`src/rtl/apb_irq_ctrl.sv`:
```
// Purpose : APB slave interrupt controller that shares one CPU irq line among SRC_NUM edge-triggered sources,
//           with per-source pending/enable/priority, a global threshold and a claim/complete handshake.
// Latency : source edge -> irq_o in 2 cycles (4 cycles when IRQC_SYNC_EN is defined); APB zero wait states.
// Backpr. : none; pready is tied high and every access completes in its access-phase cycle.
//
// Optional build macro: IRQC_SYNC_EN adds a 2-flop synchronizer on irq_src_i ahead of edge detection.
//
// Ports:
//   clk, rst_n          clock, asynchronous active-low reset
//   paddr/pwdata/pwrite APB address (only [7:0] decoded), write data, write strobe
//   psel/penable        APB select / access phase
//   prdata/pready       APB read data (combinational in access phase), ready (always 1)
//   pslverr             1 on unmapped address during the access phase
//   irq_src_i           raw active-high edge-triggered sources; bit i-1 is source ID i
//   irq_o               registered interrupt request to the CPU
//
// Register map (paddr[7:0]): 0x00 PENDING RO, 0x04 ENABLE RW, 0x08 THRESHOLD RW,
//   0x0C CLAIM (read) / COMPLETE (write), 0x10+4*(i-1) PRIO[i] RW.
module apb_irq_ctrl #(
  parameter int SRC_NUM = 4,
  parameter int PRIO_W  = 3
) (
  input  logic               clk,
  input  logic               rst_n,
  input  logic [31:0]        paddr,
  input  logic [31:0]        pwdata,
  input  logic               pwrite,
  input  logic               psel,
  input  logic               penable,
  output logic [31:0]        prdata,
  output logic               pready,
  output logic               pslverr,
  input  logic [SRC_NUM-1:0] irq_src_i,
  output logic               irq_o
);

  localparam logic [7:0] ADDR_PENDING = 8'h00;
  localparam logic [7:0] ADDR_ENABLE  = 8'h04;
  localparam logic [7:0] ADDR_THRESH  = 8'h08;
  localparam logic [7:0] ADDR_CLAIM   = 8'h0C;
  localparam logic [7:0] ADDR_PRIO0   = 8'h10;

  // State; source ID i lives at bit/index i, ID 0 means "none".
  logic [SRC_NUM:1]  pending;
  logic [SRC_NUM:1]  enable;
  logic [SRC_NUM:1]  in_service;
  logic [PRIO_W-1:0] threshold;
  logic [PRIO_W-1:0] prio [1:SRC_NUM];

  logic [SRC_NUM-1:0] src_s;
  logic [SRC_NUM-1:0] src_d;
  logic [SRC_NUM:1]   edge_mask;

  logic [SRC_NUM:1]  eligible;
  logic [4:0]        win_id;
  logic [PRIO_W-1:0] win_prio;

  logic [SRC_NUM:1]  claim_mask;
  logic [SRC_NUM:1]  complete_mask;

  logic [7:0]  addr;
  logic        access;
  logic        wr_en;
  logic        rd_en;
  logic [7:0]  prio_off;
  logic [5:0]  prio_sel;
  logic        prio_hit;
  logic [31:0] rdata;
  logic        mapped;

  logic unused_bits;
  assign unused_bits = ^{paddr[31:8], pwdata};

  assign addr   = paddr[7:0];
  assign access = psel & penable;
  assign wr_en  = access & pwrite;
  assign rd_en  = access & ~pwrite;

  // PRIO window: word-aligned offsets from 0x10, one word per source.
  assign prio_off = addr - ADDR_PRIO0;
  assign prio_sel = prio_off[7:2];
  assign prio_hit = (addr >= ADDR_PRIO0) && (addr[1:0] == 2'b00) && (prio_sel < 6'(SRC_NUM));

  // ---------------- source conditioning / gateway ----------------
`ifdef IRQC_SYNC_EN
  logic [SRC_NUM-1:0] sync_q1;
  logic [SRC_NUM-1:0] sync_q2;

  always_ff @(posedge clk or negedge rst_n) begin
    if (!rst_n) begin
      sync_q1 <= '0;
      sync_q2 <= '0;
    end else begin
      sync_q1 <= irq_src_i;
      sync_q2 <= sync_q1;
    end
  end

  assign src_s = sync_q2;
`else
  assign src_s = irq_src_i;
`endif

  always_ff @(posedge clk or negedge rst_n) begin
    if (!rst_n) begin
      src_d <= '0;
    end else begin
      src_d <= src_s;
    end
  end

  // Bit i-1 of the source bus maps to ID i by position.
  assign edge_mask = src_s & ~src_d;

  // ---------------- arbiter ----------------
  // Strict '>' while scanning upward keeps the lowest ID on equal priority.
  // Eligible sources always have prio > threshold >= 0, so win_prio = 0 is a safe seed.
  always_comb begin
    eligible = '0;
    win_id   = '0;
    win_prio = '0;
    for (int i = 1; i <= SRC_NUM; i++) begin
      eligible[i] = pending[i] & enable[i] & ~in_service[i] & (prio[i] > threshold);
      if (eligible[i] && (prio[i] > win_prio)) begin
        win_id   = 5'(i);
        win_prio = prio[i];
      end
    end
  end

  always_comb begin
    claim_mask    = '0;
    complete_mask = '0;
    for (int i = 1; i <= SRC_NUM; i++) begin
      claim_mask[i]    = rd_en && (addr == ADDR_CLAIM) && (win_id == 5'(i));
      complete_mask[i] = wr_en && (addr == ADDR_CLAIM) && (pwdata[4:0] == 5'(i));
    end
  end

  // ---------------- state update ----------------
  always_ff @(posedge clk or negedge rst_n) begin
    if (!rst_n) begin
      pending    <= '0;
      enable     <= '0;
      in_service <= '0;
      threshold  <= '0;
      irq_o      <= 1'b0;
      for (int i = 1; i <= SRC_NUM; i++) begin
        prio[i] <= '0;
      end
    end else begin
      // A fresh edge outranks a same-cycle claim so the new event is not lost.
      pending    <= (pending & ~claim_mask) | edge_mask;
      // Claim and complete never coincide: both use the single APB access slot.
      in_service <= (in_service | claim_mask) & ~complete_mask;
      irq_o      <= |eligible;

      if (wr_en && (addr == ADDR_ENABLE)) begin
        enable <= pwdata[SRC_NUM:1];
      end
      if (wr_en && (addr == ADDR_THRESH)) begin
        threshold <= pwdata[PRIO_W-1:0];
      end
      for (int i = 1; i <= SRC_NUM; i++) begin
        if (wr_en && prio_hit && (prio_sel == 6'(i - 1))) begin
          prio[i] <= pwdata[PRIO_W-1:0];
        end
      end
    end
  end

  // ---------------- APB read path ----------------
  always_comb begin
    rdata  = '0;
    mapped = 1'b1;
    case (addr)
      ADDR_PENDING: rdata = 32'({pending, 1'b0});
      ADDR_ENABLE:  rdata = 32'({enable, 1'b0});
      ADDR_THRESH:  rdata = 32'(threshold);
      ADDR_CLAIM:   rdata = 32'(win_id);
      default: begin
        if (prio_hit) begin
          for (int i = 1; i <= SRC_NUM; i++) begin
            if (prio_sel == 6'(i - 1)) begin
              rdata = 32'(prio[i]);
            end
          end
        end else begin
          mapped = 1'b0;
        end
      end
    endcase
  end

  assign prdata  = access ? rdata : 32'h0;
  assign pslverr = access & ~mapped;
  assign pready  = 1'b1;

endmodule

```
`config.mk`:
```
export PLATFORM = sky130hd
export DESIGN_NAME = apb_irq_ctrl
export DESIGN_NICKNAME = d
export VERILOG_FILES = /design/src/rtl/apb_irq_ctrl.sv
export SDC_FILE = /design/constraint.sdc
export NUM_CORES = 1
export LEC_CHECK = 0
export BUFFER_PORTS_ARGS = -buffer_cell sky130_fd_sc_hd__buf_2
export CORE_UTILIZATION = 44
export CTS_BUF_LIST = sky130_fd_sc_hd__clkbuf_16
export DETAILED_ROUTE_END_ITERATION = 12
export GPL_ROUTABILITY_DRIVEN = 0
export GPL_TIMING_DRIVEN = 0
export PLACE_DENSITY_LB_ADDON = 0.12
export SETUP_SLACK_MARGIN = 0.5
export SLEW_MARGIN = 0
export SYNTH_ARGS = -nofsm -noshare
export SYNTH_HDL_FRONTEND = slang
export SYNTH_SLANG_ARGS = --single-unit
export TNS_END_PERCENT = 30
```
`constraint.sdc`:
```
create_clock -name clk -period 4.6 [get_ports clk]
set_input_delay 0.46 -clock clk [delete_from_list [all_inputs] [get_ports clk]]
set_output_delay 0.46 -clock clk [all_outputs]
set_load 0.05 [all_outputs]
```
==> results.yml, run 1 <==
power_and_ir_drop:
  swShare: 0.2750
  p_leak_uw: 0.001754
  power_density_mw_per_mm2: 238.9
  seq_power_share: 0.359
  switchingPower_uw: 221.3
  ir_drop_uv: 252.2
  power_uw: 804.7
  p_clk_frac: 0.471
  combPwrFrac: 0.170
  p_int_uw: 583.4
route:
  vias: 2063
  drt-total-wl_mm: 6.133
  ant_nets: 0
  drc: 0
  drt_iter0_drc: 91
  drtPass1Iterations: 4
  via_per_inst: 5.056
  wl_per_cell_um: 15.03
placed_design:
  dp_hpwl_mm: 4.335
  place_area_mm2: 0.002919
  pre_cts_ws_ns: -1.087
  portBuffers: 26
floorplan:
  io_pins: 108
  core_mm2: 0.005473
  dieArea_mm2: 0.005967
  die_height_um: 77.25
  start_util: 0.4552
  fp-row-count: 27
  die_w_um: 77.25
yosys:
  synth_edf_count: 0
  seq_area_frac_synth: 0.3214
  synth_area_leaders: "dfrtp_1, ha_1, buf_4, mux2_4, mux2_2"
  synthFlopType: "dfrtp_1"
  synth-async-reset-ratio: 1.000
  syn_inst: 255
  syn-cell-area_mm2: 0.002491
  synth_most_common_cell: "dfrtp_1"
  avgSynthCellArea_um2: 9.769
  synth_cell_type_count: 53
  ys_seq_elements: 32
  synth_top_area_share: 0.3214
  ys_warn_count: 0
  yosysTopAreaCell: "dfrtp_1"
  yosys-top-cells-count: "dfrtp_1, buf_4, ha_1"
flow_run:
  cap_violations: 0
timing:
  rsz0062_at_grt: "true"
  finalCritPeriodShare: 1.203
  clock_skew_ns: 0.0009969
  maxSlewHeadroom: 0.5253
  setup_slack_ns: -0.9338
  report.final.slew_viol_count: 0
  final_hold_viol_count: 0
  fmax_mhz: 180.7
  tns_ns: -5.507
  setup_viol: 11
  fin_hold_ws_ns: 0.2319
  tightest_slew_ns: 0.7120
  fin_crit_ns: 5.534
clocking:
  htreeDepth: 2
  clk_latency_ns: 0.28
  clockBufferDepth: 2
  clk_pin_slew_worst_paths_ns: 0.05
  cts_root_buf: "clkbuf_16"
  cts_buffers: 5
  cts_tree: "built"
  clock_sinks: 32
worst_setup_path:
  critPathRequiredTime_ns: 4.14
  r2r.worst_path.cells: 27
  worstSetupStartpointType: "register"
  worstSetupPathType: "register to primary output"
  cp.arrival_ns: 5.07
  critPathMaxFanout: 6
  crit_path_end_kind: "primary output"
cells_and_area:
  design_area_mm2: 0.003368
  fillers: 489
  multi_input_area_mm2: 0.001684
  nets: 429
  area_growth_pct: 35.21
  ff_latch_area_um2: 804.5
  diodes: 0
  drive_gt1_frac: 0.4613
run_status:
  failed_checks: "setup timing"
  status: "finished with violations"
global_route:
  grt_max_degree: 33
  grt_pass1_vias: 1959
  antenna_found_initial: 0
  gr-total-overflow: 0
  gr-usage-all-layers: 0.2183
  grt_first_pass_wirelength_mm: 9.798
worst_hold_path:
  hold_path.class: "primary input to asynchronous set/reset pin"
## timing repair
| item | in CTS | in global routing |
|---|---|---|
| setup buffers | 15 | 6 |
| hold buffers | 0 | 0 |
| pin swaps | 12 | 10 |
| endpoints found under the hold margin | 0 | 0 |
| resized for setup | 20 | 8 |
| endpoints found under the setup margin | 11 | 11 |
## sequential cells by signal, summed over array words and instances, names as in the netlist
signal / flops
pending: 4
in_service: 4
src_d: 4
prio: 12
enable: 4
irq_o: 1
threshold: 3
## worst max-delay path, cell delays in order, from the launching register on
cell	delay [ns]
dfrtp_1	0.37
inv_2	0.07
ha_4	0.28
nand2_2	0.05
o21ai_2	0.15
and3_4	0.24
nand2_4	0.06
ha_4	0.26
nor2b_4	0.13
o21ai_2	0.06
a32oi_2	0.21
nand2_2	0.16
mux2_4	0.37
ha_4	0.25
and3_4	0.17
or3_1	0.34
clkbuf_8	0.16
a21o_1	0.18
ha_4	0.27
nor2b_4	0.13
o21ai_2	0.06
a32oi_2	0.24
nand2_2	0.13
o211ai_1	0.22
a21oi_4	0.10
buf_6	0.16
## logic make-up (layout without fill, tap and decap cells)
| kind of cell | count (synthesis) | after routing | share of synthesized area |
|---|---|---|---|
| AND/OR/NAND/NOR | 76 | 76 | 0.1853 |
| buffers and inverters | 52 | 107 | 0.1210 |
| AO/OA/AOI/OAI | 42 | 42 | 0.1070 |
| flip-flops | 32 | 32 | 0.3214 |
| multiplexers | 30 | 30 | 0.1567 |
| adder cells (fa/ha/maj) | 21 | 21 | 0.1055 |
| other | 2 | 28 | 0.003015 |
## placed cells by master, fill, tap and decap left out, drive strengths merged, types with 3 or more instances in the layout
master and count:
buf 78, dfrtp 32, conb 28, mux2 23, nand2 22, ha 21, inv 19, o21ai 13
nor2 12, a21oi 11, nand3 8, nor3 8, clkbuf 7, mux2i 6, and3 5, a21o 3
and2b 3, nor2b 3, nand4 3
## cell type report
cell class                 instances  area share
sequential                        32      0.2389
clock inverter                     3     0.01263
clock buffer                       5     0.03715
tap                               72     0.02675
buffer                            33     0.07132
timing repair buffer              47     0.09212
inverter                          19     0.02117
multi-input combinational        197      0.5000
## power groups by stage
stage | Combinational, µW | Clock (µW) | Sequential [µW]
4_1_cts | 134 | 382 | 289
3_3_place_gp | 128 | 0 | 294
3_5_place_dp | 129 | 0 | 294
2_1_floorplan | 101 | 0 | 293
5_1_grt | 146 | 397 | 289
6_report | 137 | 379 | 289
## through the flow
stage,instances,utilization
final,408,0.6155
after global routing,408,0.6155
after CTS,402,0.6015
after detailed placement,379,0.5334
after global placement,379,0.5334
after floorplan,281,-
## per-layer routing
layer,global-route usage,part of all wire
met2,0.3628,0.50
met5,0,0
met1,0.2778,0.44
met3,0.04286,0.043
met4,0.08302,0.018
## final timing paths
path | startpoint | to | slack [ns]
min in group clk | irq_src_i[3] | src_d[3] | 0.30
min | rst_n | in_service[4] | 0.23
max reg2reg | threshold[2] | pending[2] | -0.46
max | threshold[2] | prdata[0] | -0.93
min reg2reg | src_d[3] | pending[4] | 0.43
max in group asynchronous | rst_n | prio[9] | 3.87
Note: power is estimated with default switching activity, not from simulation.
==> run 2, diff against run 1 <==
--- a/config.mk
+++ b/config.mk
@@ -6,14 +6,15 @@
 export NUM_CORES = 1
 export LEC_CHECK = 0
 export BUFFER_PORTS_ARGS = -buffer_cell sky130_fd_sc_hd__buf_2
-export CORE_UTILIZATION = 44
+export CAP_MARGIN = 20
+export CORE_UTILIZATION = 52
 export CTS_BUF_LIST = sky130_fd_sc_hd__clkbuf_16
 export DETAILED_ROUTE_END_ITERATION = 12
 export GPL_ROUTABILITY_DRIVEN = 0
 export GPL_TIMING_DRIVEN = 0
 export PLACE_DENSITY_LB_ADDON = 0.12
 export SETUP_SLACK_MARGIN = 0.5
-export SLEW_MARGIN = 0
+export SLEW_MARGIN = 30
 export SYNTH_ARGS = -nofsm -noshare
 export SYNTH_HDL_FRONTEND = slang
 export SYNTH_SLANG_ARGS = --single-unit
==> constraint.sdc (replaced) <==
create_clock -name clk -period 7.16 [get_ports clk]
set_input_delay 0.716 -clock clk [delete_from_list [all_inputs] [get_ports clk]]
set_output_delay 0.716 -clock clk [all_outputs]
set_load 0.05 [all_outputs]
==> results.yml, run 2 (same netlist as run 1, synthesis figures left out) <==
worst_setup_path:
  worstSetupPathType: "register to primary output"
  regToRegEndpoint: "pending[2]"
  r2r.worst_path.cells: 24
  cp.arrival_ns: 5.62
  r2r_setup_slack_ns: 1.76
  critPathMaxFanout: 8
  reg2reg_from: "threshold[2]"
  crit_path_start: "threshold[2]"
  worstSetupStartpointType: "register"
  crit_path_end_kind: "primary output"
  critPathRequiredTime_ns: 6.44
route:
  drtPass1Iterations: 8
  wl_per_cell_um: 15.08
  via_per_inst: 5.296
  drc: 4
  vias: 1949
  drt_iter0_drc: 73
  drt-total-wl_mm: 5.549
  ant_nets: 0
power_and_ir_drop:
  ir_drop_uv: 108.1
  power_density_mw_per_mm2: 158.7
  p_leak_uw: 0.001586
clocking:
  clockBufferDepth: 2
  cts_root_buf: "clkbuf_16"
  ctsHoldBuffers: 0
  cts_buffers: 5
  clk_latency_ns: 0.28
  clock_sinks: 32
  htreeDepth: 2
  cts_tree: "built"
  clk_pin_slew_worst_paths_ns: 0.05
floorplan:
  die_w_um: 71.22
  die_height_um: 71.22
  core_mm2: 0.004474
  fp-row-count: 24
  dieArea_mm2: 0.005072
  start_util: 0.5568
  io_pins: 108
timing:
  tightest_slew_ns: 0.9126
  maxSlewHeadroom: 0.3860
  finalCritPeriodShare: 0.8852
  fmax_mhz: 157.8
  report.final.slew_viol_count: 0
  fin_crit_ns: 6.338
  setup_slack_ns: 0.8218
  tns_ns: 0
  clock_skew_ns: 0.005818
  setup_viol: 0
  final_hold_viol_count: 0
  rsz0062_at_grt: "true"
global_route:
  antenna_found_initial: 0
  gr-usage-all-layers: 0.2384
  gr-total-overflow: 0
  grt_first_pass_wirelength_mm: 9.156
  grt_pass1_vias: 1957
  grt_max_degree: 33
placed_design:
  dp_hpwl_mm: 4.195
  portBuffers: 26
  pre_cts_ws_ns: 1.009
worst_hold_path:
  hold_end: "pending[4]"
  hold_path.class: "register to register"
  min_path_cells: 1
  hp-start: "src_d[3]"
cells_and_area:
  nets: 409
  final_cell_mix: "dfrtp_1, buf_4, conb_1, buf_2, ha_1"
  drive_gt1_frac: 0.3323
  fillers: 374
  diodes: 0
  top_register: "prio"
  area_growth_pct: 18.48
  final_common_cell: "dfrtp_1"
  largest_reg_flops: 12
run_status:
  failed_checks: "DRC"
  status: "finished with violations"
flow_run:
  cap_violations: 0
run 2: cell count changes in the layout (fill, tap and decap cells not counted), sizes merged:
cell / change
clkbuf: +2
bufinv: -1
buf: -22
clkinv: +2
clkinvlp: -1
run 2: final cells by class:
cell class              count  area, µm²  share of cell area
plain buffers              33      231.5             0.07842
clock inverters             3      13.76            0.004663
flip-flops and latches     32      800.8              0.2713
clock buffers               5      125.1             0.04239
well taps                  52      65.06             0.02204
repair buffers             27      142.6             0.04833
inverters                  19      71.32             0.02416
multi-input cells         197       1501              0.5087
run 2: timing repair:
item                                    4_1_cts  5_1_grt
buffers inserted                              0        1
endpoints found under the setup margin        0        3
resized for setup                             0        7
run 2: layer usage:
layer,GRT usage,share of wire
met3,0.04219,0.068
met4,0.08889,0.021
met2,0.4042,0.48
met1,0.3057,0.43
met5,0,0
run 2: worst max-delay path by stage:
stage	endpoint	slack, ns	cells past startpoint
after floorplan	prdata[0]	1.32	26
final	prdata[2]	0.82	25
after global placement	prdata[2]	1.07	26
after detailed placement	prdata[2]	1.01	26
after CTS	prdata[2]	0.68	26
after global routing	prdata[2]	0.38	27
run 2: worst max-delay path, cell delays in order (launching register included):
cell and delay, ns:
dfrtp_1 0.38, inv_1 0.14, ha_1 0.34, nand2_1 0.06
o21ai_1 0.15, and3_1 0.23, nand2_1 0.09, ha_1 0.32
nor2b_1 0.14, o21ai_0 0.22, a32oi_2 0.12, nand2_2 0.15
mux2_2 0.36, ha_1 0.29, and3_1 0.19, or3_1 0.34
clkbuf_2 0.17, a21o_1 0.18, ha_1 0.30, nor2b_1 0.18
o21ai_0 0.12, a32oi_2 0.25, nand2_1 0.14, nor2_1 0.12
o311a_1 0.15, clkbuf_4 0.22
run 2: power by group:
group | switching, µW | internal, µW | leakage [µW] | total (µW)
clock | 74.3 | 126 | 0.0000710 | 200
sequential | 2.14 | 184 | 0.000411 | 186
combinational | 57.7 | 24.7 | 0.00110 | 82.5
total | 134 | 334 | 0.00159 | 468
run 2: stage by stage:
step | hold slack [ns] | util | total power, µW | std cells | instance area, µm²
after floorplan | 0.3996 | - | 251.9 | 281 | 2589
after global placement | 0.4130 | 0.6222 | 269.4 | 359 | 2784
after detailed placement | 0.4324 | 0.6222 | 270.3 | 359 | 2784
after CTS | 0.4374 | 0.6532 | 470.6 | 367 | 2923
after global routing | 0.4572 | 0.6597 | 485.5 | 368 | 2952
final | 0.4335 | 0.6597 | 468.5 | 368 | 2952
